<file path="config.mk">
export PLATFORM = sky130hd
export DESIGN_NAME = serial_shifter
export DESIGN_NICKNAME = d
export VERILOG_FILES = /design/src/rtl/shift_pkg.sv /design/src/rtl/shift_step.sv /design/src/rtl/serial_shifter.sv
export SDC_FILE = /design/constraint.sdc
export NUM_CORES = 1
export LEC_CHECK = 0
export CAP_MARGIN = 20
export CORE_AREA = 2 2 102 104
export DETAILED_ROUTE_END_ITERATION = 10
export DIE_AREA = 0 0 104 106
export GPL_TIMING_DRIVEN = 1
export PLACE_DENSITY = 0.67
export SYNTH_ARGS = -nofsm -noshare
export SYNTH_HDL_FRONTEND = slang
export SYNTH_SLANG_ARGS = --single-unit
export TNS_END_PERCENT = 100
</file>
<file path="constraint.sdc">
create_clock -name clk -period 2.98 [get_ports clk]
set_input_delay 0.596 -clock clk [delete_from_list [all_inputs] [get_ports clk]]
set_output_delay 0.596 -clock clk [all_outputs]
set_load 0.005 [all_outputs]
</file>
<file path="src/rtl/shift_pkg.sv">
// Shared constants for the multi-cycle EX-stage shifter: op encodings,
// controller states and default widths.
package shift_pkg;

    localparam int XLEN_DEF = 32;
    localparam int STEP_DEF = 4;

    // bit0 selects right shift, bit1 selects arithmetic fill
    localparam logic [1:0] OP_SLL = 2'b00;
    localparam logic [1:0] OP_SRL = 2'b01;
    localparam logic [1:0] OP_SRA = 2'b11;

    typedef enum logic [1:0] {
        IDLE  = 2'd0,
        SHIFT = 2'd1,
        DONE  = 2'd2
    } state_t;

endpackage

</file>
<file path="src/rtl/shift_step.sv">
// One combinational shift stage: moves the word by 0..STEP positions,
// filling right shifts with the supplied fill bit.
module shift_step #(
    parameter int XLEN = 32,
    parameter int STEP = 4,
    parameter int KW   = $clog2(STEP + 1)
) (
    input  logic [XLEN-1:0] data,
    input  logic [KW-1:0]   k,
    input  logic            right,
    input  logic            fill,
    output logic [XLEN-1:0] result
);

    logic [XLEN-1:0] fill_mask;

    // Vacated upper positions of a right shift become ones for a negative SRA operand
    always_comb begin
        fill_mask = fill ? ~({XLEN{1'b1}} >> k) : '0;
        if (right) begin
            result = (data >> k) | fill_mask;
        end else begin
            result = data << k;
        end
    end

endmodule

</file>
<file path="src/rtl/serial_shifter.sv">
// Multi-cycle shift unit: accepts an operand on a valid/ready handshake,
// shifts at most STEP positions per clock and returns the result on a second handshake.
module serial_shifter
    import shift_pkg::*;
#(
    parameter int XLEN = XLEN_DEF,
    parameter int STEP = STEP_DEF,
    localparam int SHW = $clog2(XLEN)
) (
    input  logic            clk,
    input  logic            reset,
    input  logic            flush,
    input  logic            in_valid,
    output logic            in_ready,
    input  logic [1:0]      in_op,
    input  logic [XLEN-1:0] in_data,
    input  logic [SHW-1:0]  in_shamt,
    output logic            out_valid,
    input  logic            out_ready,
    output logic [XLEN-1:0] out_data,
    output logic            busy
);

    localparam int KW = $clog2(STEP + 1);
    localparam logic [SHW:0] STEP_LIM = STEP[SHW:0];

    state_t          state;
    state_t          state_next;
    logic [SHW-1:0]  rem;
    logic [SHW-1:0]  rem_after;
    logic [SHW:0]    k_wide;
    logic [XLEN-1:0] work;
    logic [XLEN-1:0] step_out;
    logic            right;
    logic            fill;

    // Distance moved this cycle is min(rem, STEP)
    always_comb begin
        k_wide    = ({1'b0, rem} < STEP_LIM) ? {1'b0, rem} : STEP_LIM;
        rem_after = rem - k_wide[SHW-1:0];
    end

    shift_step #(
        .XLEN (XLEN),
        .STEP (STEP),
        .KW   (KW)
    ) u_step (
        .data   (work),
        .k      (k_wide[KW-1:0]),
        .right  (right),
        .fill   (fill),
        .result (step_out)
    );

    always_ff @(posedge clk or posedge reset) begin
        if (reset) begin
            state <= IDLE;
        end else begin
            state <= state_next;
        end
    end

    // Flush overrides both handshakes, so it is applied last
    always_comb begin
        state_next = state;
        case (state)
            IDLE:    if (in_valid) state_next = (in_shamt == '0) ? DONE : SHIFT;
            SHIFT:   if (rem_after == '0) state_next = DONE;
            DONE:    if (out_ready) state_next = IDLE;
            default: state_next = IDLE;
        endcase
        if (flush) begin
            state_next = IDLE;
        end
    end

    // The SRA fill bit is captured at accept time since the MSB shifts away
    always_ff @(posedge clk or posedge reset) begin
        if (reset) begin
            work  <= '0;
            rem   <= '0;
            right <= 1'b0;
            fill  <= 1'b0;
        end else if (!flush) begin
            if (state == IDLE && in_valid) begin
                work  <= in_data;
                rem   <= in_shamt;
                right <= in_op[0];
                fill  <= (in_op == OP_SRA) && in_data[XLEN-1];
            end else if (state == SHIFT) begin
                work <= step_out;
                rem  <= rem_after;
            end
        end
    end

    assign in_ready  = (state == IDLE);
    assign out_valid = (state == DONE);
    assign busy      = (state != IDLE);
    assign out_data  = work;

endmodule

</file>
==> impl_metrics.tcl <==
set metrics [dict create \
    area_growth_pct 22.9 \
    clock_sinks 41 \
    gp_congestion 0.909 \
    globalRouteOverflowTotal 0 \
    finalCriticalPeriod_ps 2630 \
    clockBufferDepth 2 \
    vias_per_cell 6.62 \
    die_h_um 106 \
    min_to "fill$_DFFE_PP0P_" \
    dp_hpwl_um 10100 \
    status "finished clean" \
    syn_area_per_cell_um2 7.87 \
    tns_ps 0 \
    worst_pin_slew_ps 1080 \
    routedWlPerCell_um 21.2 \
    synth_edf_count 0 \
    hold_viol 0 \
    cts_root_buffer "clkbuf_8" \
    report.final.slew_viol_count 0 \
    drc 0 \
    finalSetupViolations 0 \
    nNetsFinal 640 \
    critPathArrivalTime_ps 2850 \
    worstRegToRegCells 6 \
    reg2reg_to "out_data[1]$_DFFE_PP0P_" \
    dp_slack_ps 476 \
    worst_clock_skew_ps 7.74 \
    min-delay-path-class "reg -> reg" \
    die_area_um2 11000 \
    clkLatencyLatePin_ps 300 \
    cts_buffers 5 \
    max_cap_violations 0 \
    drt_iter0_markers 602 \
    post_cts_buffers 0 \
    hold_depth 2 \
    grt_pass1_wl_um 25100 \
    synth_flop_cell "dfrtp_1" \
    die_w_um 104 \
    required_ps 3200 \
    io_buffers 78 \
    drive_gt1_frac 0.129 \
    placedCellCount 724 \
    holdWs_ps 612 \
    syn-cell-area_um2 4390 \
    fp-row-count 37 \
    layout_setup_ws_ps 345 \
    clkSlewWorstSetupHoldPaths_ps 90 \
    crit_type "reg -> reg" \
    ys_warn_count 0 \
    antenna_found_initial 0 \
    syn_inst 558 \
    rsz0062_at_grt "false" \
    ios 79 \
    grt_pass1_vias 4820 \
    htree_levels 2 \
    ant_nets 0 \
    synth_nets 603 \
    synth.distinct_cells 61 \
    timing.fmax_ghz 0.380 \
    start_kind "flip-flop" \
    dr.pass1.iters 5 \
    ir_worst_vdd_v 0.000420 \
    hold_path_startpoint "fill$_DFFE_PP0P_" \
    instances_no_fill 732 \
    initial_utilization 0.439 \
    r2r_start "rem[4]$_DFFE_PP0P_" \
    vias 4845 \
    regToRegSetupSlack_ps 350 \
    period_share 0.884 \
    diodes 0 \
    cts_tree "yes" \
    async_reset_ff_frac 1.00 \
    coreArea_um2 10000 \
    fillers 955 \
    synth-seq-area-share 0.234 \
    synth-seq-cells 41 \
    slew_headroom 0.272 \
    grt_usage 0.280 \
    worstSetupEndpointType "flip-flop" \
    p_per_area_nw_per_um2 1070 \
    wl_um 15500 \
    grt_max_degree 53 \
    cp_max_fo 14 \
    cts_resized 0 \
    leakage_nw 2.01 \
    cts_hold_buf 0 \
]
cell usage in the layout (no fill, tap or decap), drive strengths merged, types with 15 or more instances in the layout:
| cell type | synthesis | layout |
|---|---|---|
| clkdlybuf4s50 | 0 | 78 |
| nand2 | 67 | 67 |
| a21oi | 48 | 48 |
| mux2i | 44 | 44 |
| nor2 | 42 | 42 |
| dfrtp | 41 | 41 |
| o21ai | 36 | 36 |
| o22ai | 29 | 29 |
| buf | 17 | 28 |
| nand3 | 22 | 22 |
| mux4 | 22 | 22 |
| a31oi | 15 | 15 |
metrics by stage:
step	instance area, um^2	utilization	power [mW]
3_3_place_gp	5280	0.528	5.12
6_report	5390	0.539	5.77
3_5_place_dp	5280	0.528	5.20
5_1_grt	5390	0.539	6.15
2_1_floorplan	4390	-	3.89
4_1_cts	5390	0.539	5.70
cell usage after synthesis, types with 15 or more instances:
library cell   n  share of area
mux2i_1       44           0.10
o22ai_1       29          0.041
mux4_2        22           0.11
a21oi_1       48          0.055
dfrtp_1       41           0.23
o21ai_0       36          0.041
nor2_1        42          0.036
clkbuf_1      58          0.050
a31oi_1       15          0.021
nand3_1       22          0.025
nand2_1       67          0.057
cell families (layout without fill, tap and decap cells):
logic type,count (synthesis),count (layout),share of synthesized area
other cells,1,1,0.000854
fa+ha+maj,1,1,0.00285
simple gates,173,173,0.184
mux,73,73,0.231
buf+inv,83,121,0.0781
flops,41,41,0.234
compound gates,186,186,0.269
sequential cells by signal, indices dropped and copies added, names as in the netlist:
| signal | flops |
|---|---|
| fill | 1 |
| state | 2 |
| right | 1 |
| out_data | 32 |
| rem | 5 |
where the power goes:
group	leakage, nW	internal [mW]	switching [mW]
Clock	0.0543	0.251	0.224
Sequential	0.457	0.791	0.678
Combinational	1.50	1.84	1.98
critical path, cell delays in order, from the launching register on:
cell     delay, ps
dfrtp_1        390
buf_4          200
nor4_2         930
nand2_1        460
o21ai_0        270
a21oi_1         70
o31ai_1        230
area by class of cell:
class	count	area (um^2)	share of cell area
Multi-Input combinational cell	434	3050	0.566
Sequential cell	41	1030	0.190
Timing Repair Buffer	106	1000	0.186
Tap cell	136	170	0.0315
Clock buffer	5	68.8	0.0128
Clock inverter	3	46.3	0.00858
Inverter	7	26.3	0.00487
per-layer routing:
metal | global-route usage | wire length (um) | vias to the layer above
met5 | 0 | 0 | -
met4 | 0.120 | 427 | 0
met1 | 0.376 | 6320 | 2307
met2 | 0.439 | 7200 | 321
li1 | - | - | 2171
met3 | 0.0589 | 1550 | 46
worst max-delay path by stage:
stage                  startpoint                 endpoint  slack, ps  cells after the start
2_1_floorplan  rem[1]$_DFFE_PP0P_     state[0]$_DFFE_PP0P_        800                      9
3_3_place_gp   rem[4]$_DFFE_PP0P_  out_data[1]$_DFFE_PP0P_        510                      6
3_5_place_dp   rem[4]$_DFFE_PP0P_  out_data[1]$_DFFE_PP0P_        480                      6
4_1_cts        rem[4]$_DFFE_PP0P_  out_data[1]$_DFFE_PP0P_        400                      6
5_1_grt        rem[4]$_DFFE_PP0P_  out_data[1]$_DFFE_PP0P_        200                      6
6_report       rem[4]$_DFFE_PP0P_  out_data[1]$_DFFE_PP0P_        350                      6
Note: power is estimated with default switching activity, not from simulation.
